[src/rtl/ws2812_pkg.sv]
// Shared constants and types for the WS2812 frame sequencer.
// Contents: APB register word indices (PADDR[4:2]), CTRL/STATUS bit positions,
// the pixel width, and the sequencer state enum.
package ws2812_pkg;

    localparam int unsigned PIX_W = 24;

    // Register word indices as decoded from PADDR[4:2]
    localparam logic [2:0] REG_CTRL   = 3'd0;   // 0x00
    localparam logic [2:0] REG_NPIX   = 3'd1;   // 0x04
    localparam logic [2:0] REG_DATA   = 3'd2;   // 0x08
    localparam logic [2:0] REG_STATUS = 3'd3;   // 0x0C

    // CTRL bit positions
    localparam int unsigned CTRL_START    = 0;
    localparam int unsigned CTRL_FIFO_CLR = 2;
    localparam int unsigned CTRL_IRQ_EN   = 3;

    // STATUS bit positions
    localparam int unsigned ST_BUSY     = 0;
    localparam int unsigned ST_EMPTY    = 1;
    localparam int unsigned ST_FULL     = 2;
    localparam int unsigned ST_OVF      = 3;
    localparam int unsigned ST_UNDERRUN = 4;
    localparam int unsigned ST_DONE     = 5;
    localparam int unsigned ST_LVL_LSB  = 8;
    localparam int unsigned ST_LVL_MSB  = 15;

    typedef enum logic [1:0] {
        S_IDLE,
        S_LOAD,
        S_BIT,
        S_LATCH
    } state_t;

endpackage

[src/rtl/ws2812_pixel_fifo.sv]
// Synchronous first-word-fall-through pixel FIFO.
// Ports: clk, rst (sync, active-high); push/wdata write side; pop/rdata read
// side (rdata shows the head entry); clr empties the FIFO and overrides a
// same-cycle push/pop; full, empty and level (0..DEPTH) status.
// A push while full is dropped (full is judged before any same-cycle pop).
module ws2812_pixel_fifo #(
    parameter int unsigned DEPTH = 64,
    parameter int unsigned WIDTH = 24
) (
    input  logic                     clk,
    input  logic                     rst,
    input  logic                     push,
    input  logic [WIDTH-1:0]         wdata,
    input  logic                     pop,
    input  logic                     clr,
    output logic [WIDTH-1:0]         rdata,
    output logic                     full,
    output logic                     empty,
    output logic [$clog2(DEPTH):0]   level
);

    localparam int unsigned AW = $clog2(DEPTH);
    localparam int unsigned LW = AW + 1;

    logic [WIDTH-1:0] mem [DEPTH];
    logic [AW-1:0]    wptr;
    logic [AW-1:0]    rptr;
    logic             do_push;
    logic             do_pop;

    assign full    = (level == LW'(DEPTH));
    assign empty   = (level == '0);
    assign do_push = push & ~full;
    assign do_pop  = pop & ~empty;
    assign rdata   = mem[rptr];

    // Pointer and occupancy tracking
    always_ff @(posedge clk) begin
        if (rst || clr) begin
            wptr  <= '0;
            rptr  <= '0;
            level <= '0;
        end else begin
            if (do_push) wptr <= wptr + AW'(1);
            if (do_pop)  rptr <= rptr + AW'(1);
            level <= level + LW'(do_push) - LW'(do_pop);
        end
    end

    // Storage; no reset needed, occupancy defines validity
    always_ff @(posedge clk) begin
        if (do_push && !clr && !rst) begin
            mem[wptr] <= wdata;
        end
    end

endmodule

[src/rtl/ws2812_frame_sequencer.sv]
// APB3 WS2812 LED-strip frame sequencer.
// Pixels (24-bit GRB) are pushed into a FIFO via DATA, NPIX sets the frame
// length and CTRL.START launches a frame: each pixel is popped and sent MSB
// first as PWM bits of T_BIT cycles on LED, then LED is held low for T_RESET.
// Ports: PCLK, PRESET (sync active-high), APB3 slave (PSEL, PENABLE, PWRITE,
// PADDR[4:2] decoded, PWDATA, PRDATA combinational, PREADY=1, PSLVERR=0),
// LED (registered strip data), IRQ (registered, only with WS2812_SEQ_IRQ_EN).
// Optional feature macro: WS2812_SEQ_IRQ_EN adds IRQ and CTRL bit3 IRQ_EN.
module ws2812_frame_sequencer
    import ws2812_pkg::*;
#(
    parameter int unsigned FIFO_DEPTH = 64,
    parameter int unsigned T_BIT      = 125,
    parameter int unsigned T1H        = 80,
    parameter int unsigned T0H        = 40,
    parameter int unsigned T_RESET    = 6000,
    parameter int unsigned NPIX_W     = 10
) (
    input  logic        PCLK,
    input  logic        PRESET,
    input  logic        PSEL,
    input  logic        PENABLE,
    input  logic        PWRITE,
    input  logic [31:0] PADDR,
    input  logic [31:0] PWDATA,
    output logic [31:0] PRDATA,
    output logic        PREADY,
    output logic        PSLVERR,
`ifdef WS2812_SEQ_IRQ_EN
    output logic        IRQ,
`endif
    output logic        LED
);

    localparam int unsigned LVL_W   = $clog2(FIFO_DEPTH) + 1;
    localparam int unsigned CNT_MAX = (T_RESET > T_BIT) ? T_RESET : T_BIT;
    localparam int unsigned CNT_W   = $clog2(CNT_MAX + 1);

    // APB decode
    logic       wr_en;
    logic [2:0] idx;
    logic       wr_ctrl;
    logic       wr_npix;
    logic       wr_data;
    logic       wr_status;

    assign wr_en     = PSEL & PENABLE & PWRITE;
    assign idx       = PADDR[4:2];
    assign wr_ctrl   = wr_en && (idx == REG_CTRL);
    assign wr_npix   = wr_en && (idx == REG_NPIX);
    assign wr_data   = wr_en && (idx == REG_DATA);
    assign wr_status = wr_en && (idx == REG_STATUS);
    assign PREADY    = 1'b1;
    assign PSLVERR   = 1'b0;

    logic unused_apb;
    assign unused_apb = ^{PADDR[31:5], PADDR[1:0], PWDATA[31:24]};

    // Control/status registers
    logic              start_q;
    logic [NPIX_W-1:0] npix;
    logic              ovf;
    logic              underrun;
    logic              done;
    logic              ovf_nxt;
    logic              underrun_nxt;
    logic              done_nxt;

    // Sequencer state
    state_t            state;
    logic [PIX_W-1:0]  sr;
    logic [4:0]        bit_idx;
    logic [CNT_W-1:0]  cnt;
    logic [NPIX_W-1:0] pix_cnt;
    logic [NPIX_W-1:0] pix_next;
    logic [NPIX_W-1:0] npix_run;
    logic              led_q;

    // FIFO interface
    logic              fifo_push;
    logic              fifo_pop;
    logic              fifo_clr;
    logic [PIX_W-1:0]  fifo_rdata;
    logic              fifo_full;
    logic              fifo_empty;
    logic [LVL_W-1:0]  fifo_level;

    assign fifo_push = wr_data;
    assign fifo_clr  = wr_ctrl & PWDATA[CTRL_FIFO_CLR];
    assign fifo_pop  = (state == S_LOAD) & ~fifo_empty;
    assign pix_next  = pix_cnt + NPIX_W'(1);
    assign LED       = led_q;

    ws2812_pixel_fifo #(
        .DEPTH (FIFO_DEPTH),
        .WIDTH (PIX_W)
    ) u_fifo (
        .clk   (PCLK),
        .rst   (PRESET),
        .push  (fifo_push),
        .wdata (PWDATA[PIX_W-1:0]),
        .pop   (fifo_pop),
        .clr   (fifo_clr),
        .rdata (fifo_rdata),
        .full  (fifo_full),
        .empty (fifo_empty),
        .level (fifo_level)
    );

    // PWM high phase: LED is high while the in-bit counter is below the high time
    function automatic logic pwm_level(input logic b, input logic [CNT_W-1:0] c);
        return c < (b ? CNT_W'(T1H) : CNT_W'(T0H));
    endfunction

    // Sticky flag update: hardware set wins over a same-cycle write-1-to-clear
    always_comb begin
        ovf_nxt      = ovf;
        underrun_nxt = underrun;
        done_nxt     = done;
        if (wr_status) begin
            if (PWDATA[ST_OVF])      ovf_nxt      = 1'b0;
            if (PWDATA[ST_UNDERRUN]) underrun_nxt = 1'b0;
            if (PWDATA[ST_DONE])     done_nxt     = 1'b0;
        end
        if (fifo_push && fifo_full && !fifo_clr)           ovf_nxt      = 1'b1;
        if (state == S_LOAD && fifo_empty)                 underrun_nxt = 1'b1;
        if (state == S_LATCH && cnt == CNT_W'(T_RESET-1))  done_nxt     = 1'b1;
    end

`ifdef WS2812_SEQ_IRQ_EN
    logic irq_en;
    logic irq_en_nxt;
    logic irq_q;

    assign irq_en_nxt = wr_ctrl ? PWDATA[CTRL_IRQ_EN] : irq_en;
    assign IRQ        = irq_q;

    // Level interrupt built from next-cycle flag values so it tracks the flags
    always_ff @(posedge PCLK) begin
        if (PRESET) begin
            irq_en <= 1'b0;
            irq_q  <= 1'b0;
        end else begin
            irq_en <= irq_en_nxt;
            irq_q  <= irq_en_nxt & (done_nxt | underrun_nxt | ovf_nxt);
        end
    end
`endif

    // Register file
    always_ff @(posedge PCLK) begin
        if (PRESET) begin
            start_q  <= 1'b0;
            npix     <= '0;
            ovf      <= 1'b0;
            underrun <= 1'b0;
            done     <= 1'b0;
        end else begin
            start_q  <= wr_ctrl & PWDATA[CTRL_START];
            if (wr_npix) npix <= PWDATA[NPIX_W-1:0];
            ovf      <= ovf_nxt;
            underrun <= underrun_nxt;
            done     <= done_nxt;
        end
    end

    // Frame sequencer; LED is computed from the next counter/bit values so the
    // registered output lines up with the bit period
    always_ff @(posedge PCLK) begin
        if (PRESET) begin
            state    <= S_IDLE;
            led_q    <= 1'b0;
            sr       <= '0;
            bit_idx  <= '0;
            cnt      <= '0;
            pix_cnt  <= '0;
            npix_run <= '0;
        end else begin
            case (state)
                S_IDLE: begin
                    led_q   <= 1'b0;
                    cnt     <= '0;
                    pix_cnt <= '0;
                    if (start_q && npix != '0) begin
                        npix_run <= npix;
                        state    <= S_LOAD;
                    end
                end
                S_LOAD: begin
                    cnt <= '0;
                    if (!fifo_empty) begin
                        sr      <= fifo_rdata;
                        bit_idx <= 5'(PIX_W - 1);
                        led_q   <= pwm_level(fifo_rdata[PIX_W-1], '0);
                        state   <= S_BIT;
                    end else begin
                        led_q <= 1'b0;
                        state <= S_LATCH;
                    end
                end
                S_BIT: begin
                    if (cnt == CNT_W'(T_BIT - 1)) begin
                        cnt <= '0;
                        if (bit_idx == '0) begin
                            led_q   <= 1'b0;
                            pix_cnt <= pix_next;
                            state   <= (pix_next < npix_run) ? S_LOAD : S_LATCH;
                        end else begin
                            sr      <= {sr[PIX_W-2:0], 1'b0};
                            bit_idx <= bit_idx - 5'(1);
                            led_q   <= pwm_level(sr[PIX_W-2], '0);
                        end
                    end else begin
                        cnt   <= cnt + CNT_W'(1);
                        led_q <= pwm_level(sr[PIX_W-1], cnt + CNT_W'(1));
                    end
                end
                S_LATCH: begin
                    led_q <= 1'b0;
                    if (cnt == CNT_W'(T_RESET - 1)) begin
                        cnt   <= '0;
                        state <= S_IDLE;
                    end else begin
                        cnt <= cnt + CNT_W'(1);
                    end
                end
                default: begin
                    led_q <= 1'b0;
                    state <= S_IDLE;
                end
            endcase
        end
    end

    // Read mux; reads have no side effects
    always_comb begin
        PRDATA = '0;
        case (idx)
            REG_CTRL: begin
`ifdef WS2812_SEQ_IRQ_EN
                PRDATA[CTRL_IRQ_EN] = irq_en;
`endif
            end
            REG_NPIX: PRDATA[NPIX_W-1:0] = npix;
            REG_STATUS: begin
                PRDATA[ST_BUSY]                = (state != S_IDLE);
                PRDATA[ST_EMPTY]               = fifo_empty;
                PRDATA[ST_FULL]                = fifo_full;
                PRDATA[ST_OVF]                 = ovf;
                PRDATA[ST_UNDERRUN]            = underrun;
                PRDATA[ST_DONE]                = done;
                PRDATA[ST_LVL_MSB:ST_LVL_LSB]  = 8'(fifo_level);
            end
            default: PRDATA = '0;
        endcase
    end

endmodule
[config.mk]
export PLATFORM = sky130hd
export DESIGN_NAME = ws2812_frame_sequencer
export DESIGN_NICKNAME = d
export VERILOG_FILES = /design/src/rtl/ws2812_pkg.sv /design/src/rtl/ws2812_pixel_fifo.sv /design/src/rtl/ws2812_frame_sequencer.sv
export SDC_FILE = /design/constraint.sdc
export NUM_CORES = 2
export LEC_CHECK = 0
export ABC_AREA = 1
export ABC_CLOCK_PERIOD_IN_PS = 8700
export BUFFER_PORTS_ARGS = -buffer_cell sky130_fd_sc_hd__buf_2
export CAP_MARGIN = 25
export CORE_ASPECT_RATIO = 0.6
export CORE_MARGIN = 3
export CORE_UTILIZATION = 30
export DETAILED_ROUTE_END_ITERATION = 7
export PLACE_DENSITY = 0.53
export SLEW_MARGIN = 25
export SYNTH_ARGS = -nofsm -noshare
export SYNTH_HDL_FRONTEND = slang
export SYNTH_SLANG_ARGS = --single-unit
[constraint.sdc]
create_clock -name PCLK -period 8.7 [get_ports PCLK]
set_input_delay 0.435 -clock PCLK [delete_from_list [all_inputs] [get_ports PCLK]]
set_output_delay 0.435 -clock PCLK [all_outputs]
set_load 0.02 [all_outputs]
# Word level (Yosys, flattened, before mapping)

Memory sizes are Yosys's and may differ from the RTL's. A register that Yosys moved wholly into a read port is not among the register bits.
Index checks and enable logic that the tools add are counted.

Add/subtract/negate cells: 7
Multiplexer cells: 45
Reductions and logical operators: 37
$lt $le $gt $ge: 4
Equal/unequal tests: 15
Bitwise gates (word level): 9

Operators with widths:

| kind                    | count |
|---|---|
| $mux W24                | 3 |
| $pmux W24 S2            | 1 |
| $pmux W13 S3            | 1 |
| $mux W13                | 2 |
| $mux W7                 | 3 |
| $mux W10                | 2 |
| $mux W5                 | 4 |
| $pmux W10 S2            | 1 |
| $reduce_bool A2 Y1      | 9 |
| $mux W1                 | 15 |
| $lt A1 B7 Y1 const A    | 2 |
| $add A13 B1 Y13 const B | 1 |
| $eq A13 B13 Y1 const B  | 1 |
| $eq A13 B7 Y1 const B   | 1 |
| $lt A13 B7 Y1           | 1 |
| $add A6 B1 Y6 const B   | 2 |
| $mux W2                 | 6 |
| $mux W6                 | 2 |
| $pmux W6 S2             | 1 |
| $logic_and A1 B1 Y1     | 11 |
| $add A10 B1 Y10 const B | 1 |
| $lt A10 B10 Y1          | 1 |
| $ne A2 B2 Y1 const B    | 5 |
| $pmux W5 S2             | 1 |
| 25 further kinds        | 40 |

Word-level logic and storage cells: 133
Bits in writable memories: 1536
Register bits after elaboration: 98
Input port bits: 69
Memories: 1

Memory list:

| name       | depth | bits a word | rd ports | clocked after memory_dff | write ports | line                    | text |
|---|---|---|---|---|---|---|---|
| u_fifo.mem | 64    | 24          | 1        | 1                        | 1           | ws2812_pixel_fifo.sv:25 | `logic [WIDTH-1:0] mem [DEPTH];` |

# Logic depth before layout (Yosys ltp)

Depth in word-level cells: 9
Gate-level depth with buffers: 19

# By module

From an unflattened synthesis, not the netlist that was laid out.

Cells, all modules: 5953
Area total of the unflattened synthesis: 67643.6 um^2

By module, submodules not included:

| module                 | area each (um^2) | times used | cells an instance |
|---|---|---|---|
| ws2812_pixel_fifo      | 63425.8          | 1          | 5350 |
| ws2812_frame_sequencer | 4217.8           | 1          | 603 |

# Worst setup path before layout

Ideal clock, no wire load.

Kind: input-to-reg
Start point: input PSEL
End point: memory u_fifo.mem[63][0], enable pin
Path slack: 5350 ps
Stages: 8
Required time: 8265 ps
Buffers on the path: 1
Data arrival time: 2915 ps
Cell sequence: nand3_1 inv_1 nand2_1 inv_1 a21oi_1 inv_2 clkbuf_1 nor3_1

Longest elaborated chain between the ends: 9
Elaborated cells on any way between the ends: 11
Those cells by class: mux: 2; bitwise: 4; reduce/logical: 5

RTL lines:

| item                                  | line                         | text |
|---|---|---|
| start: declaration                    | ws2812_frame_sequencer.sv:21 | `input logic PSEL,` |
| $and A1 B1 Y1 (*) (2 in series)       | ws2812_frame_sequencer.sv:47 | `assign wr_en = PSEL & PENABLE & PWRITE;` |
| $logic_and A1 B1 Y1                   | ws2812_frame_sequencer.sv:49 | `assign wr_ctrl = wr_en && (idx == REG_CTRL);` |
| $and A1 B1 Y1                         | ws2812_frame_sequencer.sv:89 | `assign fifo_clr = wr_ctrl & PWDATA[CTRL_FIFO_CLR];` |
| $logic_not A1 Y1                      | ws2812_pixel_fifo.sv:52      | `if (do_push && !clr && !rst) begin` |
| $logic_and A1 B1 Y1 (*) (2 in series) | ws2812_pixel_fifo.sv:52      |  |
| $mux W1 (*)                           | ws2812_pixel_fifo.sv:52      |  |
| $mux W1 (not written as such) (*)     | ws2812_pixel_fifo.sv:53      | `mem[wptr] <= wdata;` |
| end: declaration                      | ws2812_pixel_fifo.sv:25      |  |

Every way passes the cells marked *; elsewhere a longest branch is shown, timed or not.

# Final worst setup path

Start point: input PADDR[3]
End point: memory u_fifo.mem[54][20], enable pin

Longest elaborated chain between the ends: 8
Elaborated cells on any way between the ends: 11
Those cells by class: eq/ne: 1; mux: 2; bitwise: 2; reduce/logical: 6

RTL lines:

| item                                  | line                         | text |
|---|---|---|
| start: declaration                    | ws2812_frame_sequencer.sv:24 | `input logic [31:0] PADDR,` |
| $logic_not A3 Y1                      | ws2812_frame_sequencer.sv:49 |  |
| $logic_and A1 B1 Y1                   | ws2812_frame_sequencer.sv:49 |  |
| $and A1 B1 Y1                         | ws2812_frame_sequencer.sv:89 |  |
| $logic_not A1 Y1                      | ws2812_pixel_fifo.sv:52      |  |
| $logic_and A1 B1 Y1 (*) (2 in series) | ws2812_pixel_fifo.sv:52      |  |
| $mux W1 (*)                           | ws2812_pixel_fifo.sv:52      |  |
| $mux W1 (not written as such) (*)     | ws2812_pixel_fifo.sv:53      |  |

Marked as above.

==> report_table.html <==
<table>
<tr><th>Metric</th><th>Value</th></tr>
<tr><th colspan="2">Floorplanning</th></tr>
<tr><td>Ports</td><td>~100</td></tr>
<tr><td>Die span in x</td><td>between 600 and 700 µm</td></tr>
<tr><td>Area of the core region</td><td>about 220,000 µm²</td></tr>
<tr><td>Die H</td><td>371.9 µm</td></tr>
<tr><td>Total die area</td><td>between 200,000 and 250,000 µm²</td></tr>
<tr><td>Initial standard-cell utilization of the core</td><td>0.3035</td></tr>
<tr><td>Placement row count</td><td>about 130</td></tr>
<tr><th colspan="2">Drt</th></tr>
<tr><td>Vias per Instance</td><td>just under 5</td></tr>
<tr><td>Wirelength per Cell</td><td>around 22 µm</td></tr>
<tr><td>Number of DRC markers after the initial detailed-route iteration</td><td>between 5,000 and 6,000</td></tr>
<tr><td>Total via count after detailed routing</td><td>~44,000</td></tr>
<tr><td>Count of nets left with antenna violations after detail routing</td><td>0</td></tr>
<tr><td>First-pass DRT Iterations</td><td>5</td></tr>
<tr><td>Final WL</td><td>just under 200,000 µm</td></tr>
<tr><td>Drc violations</td><td>0</td></tr>
<tr><th colspan="2">Power</th></tr>
<tr><td>VDD IR max</td><td>0.1315 mV</td></tr>
<tr><td>Ratio of total power to cell area</td><td>about 220 nW/µm²</td></tr>
<tr><td>Leakage power</td><td>25.86 nW</td></tr>
<tr><th colspan="2">Cells and area</th></tr>
<tr><td>Multi-input combinational cell area</td><td>16,660 µm²</td></tr>
<tr><td>Fraction of layout instances using a drive strength above 1</td><td>0.07815</td></tr>
<tr><td>Growth of design area from synthesis to finish</td><td>12.13%</td></tr>
<tr><td># nets final</td><td>~5,900</td></tr>
<tr><td>Flip-flop and latch area</td><td>48,220 µm²</td></tr>
<tr><td>Post-route insts no fill</td><td>between 8,000 and 9,000</td></tr>
<tr><td>Layout filler cell count</td><td>about 22,000</td></tr>
<tr><th colspan="2">Logic synthesis</th></tr>
<tr><td>Flip-flop and latch count after synthesis</td><td>1,640</td></tr>
<tr><td>Yosys top cell area share</td><td>0.6892</td></tr>
<tr><td>Most common cell in the synthesized netlist</td><td>sky130_fd_sc_hd__nand2_1</td></tr>
<tr><td>Total number of yosys warnings</td><td>0</td></tr>
<tr><td>Part of the Yosys area used for sequential elements</td><td>0.7203</td></tr>
<tr><td>Top post-synthesis cells by count</td><td>sky130_fd_sc_hd__nand2_1 (1,815), sky130_fd_sc_hd__edfxtp_1 (1,536), sky130_fd_sc_hd__nand3_1 (1,411)</td></tr>
<tr><td>Synthesized area divided by synthesized cell count</td><td>about 11 µm²</td></tr>
<tr><td>Main area contributors after synthesis</td><td>sky130_fd_sc_hd__edfxtp_1 (69%), sky130_fd_sc_hd__nand3_1 (11%), sky130_fd_sc_hd__nand2_1 (10%)</td></tr>
<tr><td>Post-Synthesis Cells</td><td>between 5,000 and 6,000</td></tr>
<tr><td>Async set or reset register ratio after synthesis</td><td>0</td></tr>
<tr><td>Cell area after synthesis</td><td>between 60,000 and 70,000 µm²</td></tr>
<tr><td>Largest area contributor in the netlist</td><td>sky130_fd_sc_hd__edfxtp_1</td></tr>
<tr><td>Count of flip-flops with a built-in enable after synthesis</td><td>~1,500</td></tr>
<tr><td>Post-synthesis cell type count</td><td>44</td></tr>
<tr><td>Top FF cell, synth</td><td>sky130_fd_sc_hd__edfxtp_1</td></tr>
<tr><th colspan="2">Placed design</th></tr>
<tr><td>Input/output buffers</td><td>47</td></tr>
<tr><td>GPL Wtd Cong</td><td>between 0.8 and 0.9</td></tr>
<tr><td>Number of placed instances with taps included</td><td>8,607</td></tr>
<tr><td>Post-DP HPWL</td><td>about 100,000 µm</td></tr>
<tr><th colspan="2">GRT</th></tr>
<tr><td>GR Overflow Total</td><td>0</td></tr>
<tr><td>Overall routing resource usage</td><td>0.1661</td></tr>
<tr><td>Number of global-route vias before repair</td><td>approximately 41,000</td></tr>
<tr><td>Maximum number of pins on one net before global-route repair</td><td>231</td></tr>
<tr><td>Wire length of the first global-routing pass</td><td>~280,000 µm</td></tr>
<tr><td>Antenna violations before repair</td><td>7</td></tr>
<tr><th colspan="2">Worst setup path</th></tr>
<tr><td>Worst reg-to-reg setup slack</td><td>4.56 ns</td></tr>
<tr><td>Sort of element at the start of the critical path</td><td>primary input</td></tr>
<tr><td>Count of buffering cells on the critical path with inverters included</td><td>6</td></tr>
<tr><td>Slowest cell on the critical path</td><td>sky130_fd_sc_hd__nor2_2</td></tr>
<tr><td>Type of destination of the critical path</td><td>flip-flop</td></tr>
<tr><td>Data arrival time at the worst-slack endpoint</td><td>4.92 ns</td></tr>
<tr><td>Series of cell instances along the critical path</td><td>dlygate4sd3_1 &gt; buf_2 &gt; nor3_1 &gt; dlygate4sd3_1 &gt; nand2_1 &gt; inv_1 &gt; a21oi_2 &gt; inv_2 &gt; nor2_4 &gt; nand2_1 &gt; nor2_2 &gt; buf_4</td></tr>
<tr><td>Crit-path leading delay family</td><td>buffers and inverters</td></tr>
<tr><td>CP Data Required Time</td><td>roughly 9 ns</td></tr>
<tr><td>Worst-path maximum fanout</td><td>14</td></tr>
<tr><td>Kind of critical path</td><td>in -&gt; reg</td></tr>
<tr><td>CP max stage delay</td><td>about 0.97 ns</td></tr>
<tr><th colspan="2">Timing</th></tr>
<tr><td>Max-Slew Margin vs Limit</td><td>0.2581</td></tr>
<tr><td>Fin. max-slew vios</td><td>0</td></tr>
<tr><td>Slew at the pin closest to its max-slew limit</td><td>between 1 and 1.5 ns</td></tr>
<tr><td>Unrepaired setup endpoints after global routing</td><td>false</td></tr>
<tr><td>Post-Route Setup TNS</td><td>0 ns</td></tr>
<tr><td>F_max</td><td>roughly 220 MHz</td></tr>
<tr><td>Period utilization</td><td>0.5130</td></tr>
<tr><td>Setup-violating endpoint count in the final report</td><td>0</td></tr>
<tr><td>Number of failing hold endpoints at the final stage</td><td>0</td></tr>
<tr><td>Worst setup skew after layout</td><td>around 0.057 ns</td></tr>
<tr><td>Hold_ws</td><td>~0.18 ns</td></tr>
<tr><td>Shortest clock period the worst path allows after layout</td><td>approximately 4.5 ns</td></tr>
<tr><th colspan="2">Clocking</th></tr>
<tr><td>Post-cts sizing count</td><td>0</td></tr>
<tr><td>Total clock buffers created by CTS</td><td>roughly 150</td></tr>
<tr><td>Number of post-CTS setup repair buffers</td><td>0</td></tr>
<tr><td>Number of hold-repair buffers added at the cts stage</td><td>4</td></tr>
<tr><td>CTS tree</td><td>done</td></tr>
<tr><td>Clock tree root driver cell</td><td>sky130_fd_sc_hd__clkbuf_16</td></tr>
<tr><td>Clock latency reported for the late side of the worst-skew pair</td><td>0.79 ns</td></tr>
<tr><td>Number of sinks driven by the clock tree</td><td>1,640</td></tr>
<tr><td>Maximum number of buffers from clock root to sink</td><td>4</td></tr>
<tr><td>Clock input transition at the sequential cells of the worst setup and hold paths</td><td>about 0.070 ns</td></tr>
<tr><td>Number of H-tree branching levels</td><td>4</td></tr>
<tr><th colspan="2">Run status</th></tr>
<tr><td>Result of the run</td><td>completed</td></tr>
<tr><th colspan="2">Worst hold path</th></tr>
<tr><td>HP Class</td><td>in -&gt; reg</td></tr>
<tr><th colspan="2">Job</th></tr>
<tr><td>Number of violations of the max-capacitance limit</td><td>0</td></tr>
</table>
## path summary, 6_finish.rpt
kind | cells after the start | startpoint | end
max | 12 | PADDR[3] | u_fifo.mem[54][20]
min | 5 | PENABLE | start_q
max reg2reg | 13 | flip-flop | sr[23]
min reg2reg | 1 | cnt[0] | cnt[0]
## flip-flops by register name, indices dropped and copies added (netlist names), named ones only
register      flops
u_fifo.mem     1536
sr               24
cnt              13
npix             10
npix_run         10
pix_cnt          10
u_fifo.level      7
u_fifo.rptr       6
u_fifo.wptr       6
bit_idx           5
state             2
LED               1
done              1
ovf               1
start_q           1
underrun          1
## final cells by class
class / instances / area share
timing repair buffer: 176 / 0.01811
clock inverter: 68 / 0.008503
sequential: 1640 / 0.6426
antenna: 1 / 0.00003334
clock buffer: 188 / 0.05362
inverter: 104 / 0.005652
multi-input combinational: 3723 / 0.2220
tap: 2970 / 0.04952
## cell usage in the layout, fill, tap and decap left out, types with 5 or more instances in the layout
master                       instances
sky130_fd_sc_hd__a21oi_1            76
sky130_fd_sc_hd__buf_12             10
sky130_fd_sc_hd__buf_2              47
sky130_fd_sc_hd__buf_4             114
sky130_fd_sc_hd__bufinv_16          12
sky130_fd_sc_hd__clkbuf_1           32
sky130_fd_sc_hd__clkbuf_16         156
sky130_fd_sc_hd__clkinv_1           27
sky130_fd_sc_hd__clkinv_2           25
sky130_fd_sc_hd__clkinvlp_4          5
sky130_fd_sc_hd__conb_1             19
sky130_fd_sc_hd__dfxtp_1            99
sky130_fd_sc_hd__edfxtp_1         1536
sky130_fd_sc_hd__ha_1               28
sky130_fd_sc_hd__inv_1              96
sky130_fd_sc_hd__nand2_1          1813
sky130_fd_sc_hd__nand3_1          1411
sky130_fd_sc_hd__nand4_1             6
sky130_fd_sc_hd__nor2_1            157
sky130_fd_sc_hd__nor2_2             63
sky130_fd_sc_hd__nor3_1             14
sky130_fd_sc_hd__o211ai_1            9
sky130_fd_sc_hd__o21ai_0            70
sky130_fd_sc_hd__xor2_1             15
## metrics by stage
stage / cell area (µm²) / setup WS, ns / util / power [mW]
6_report: 75050 / 4.237 / 0.3404 / 16.72
5_1_grt: 75050 / 4.114 / 0.3404 / 17.35
4_1_cts: 74990 / 4.266 / 0.3401 / 16.82
3_5_place_dp: 70290 / 4.334 / 0.3188 / 10.28
3_3_place_gp: 70290 / 3.960 / 0.3188 / 10.26
2_1_floorplan: 66990 / 5.350 / - / 9.746
## power by group
part / internal [mW] / switching, mW
Sequential: 8.64 / 0.0293
Combinational: 0.361 / 1.11
Clock: 3.64 / 2.95
Total: 12.6 / 4.08
## tightest hold or removal path: stages
cell	delay (ns)
sky130_fd_sc_hd__buf_2	0.09
sky130_fd_sc_hd__nand3_1	0.14
sky130_fd_sc_hd__inv_1	0.07
sky130_fd_sc_hd__nand2_1	0.11
sky130_fd_sc_hd__nor3_1	0.06
## cells by family (layout without fill, tap and decap cells)
kind of cell / Yosys count / after routing / share of synthesized area
XOR/XNOR: 18 / 18 / 0.002356
adder cells (fa/ha/maj): 29 / 29 / 0.005534
AO/OA/AOI/OAI: 170 / 170 / 0.01357
flip-flops: 1640 / 1640 / 0.7203
other: 2 / 20 / 0.0001122
AND/OR/NAND/NOR: 3487 / 3487 / 0.2237
buffers and inverters: 479 / 536 / 0.03442
## routing by layer
| layer | GRT usage | wire [µm] | vias to the layer above |
|---|---|---|---|
| met5 | 0 | 0 | - |
| met4 | 0.02848 | 2921 | 0 |
| met3 | 0.05299 | 21920 | 214 |
| met2 | 0.2273 | 78480 | 1707 |
| met1 | 0.2553 | 92600 | 21737 |
| li1 | - | - | 20321 |
Note: power is estimated with default switching activity, not from simulation.
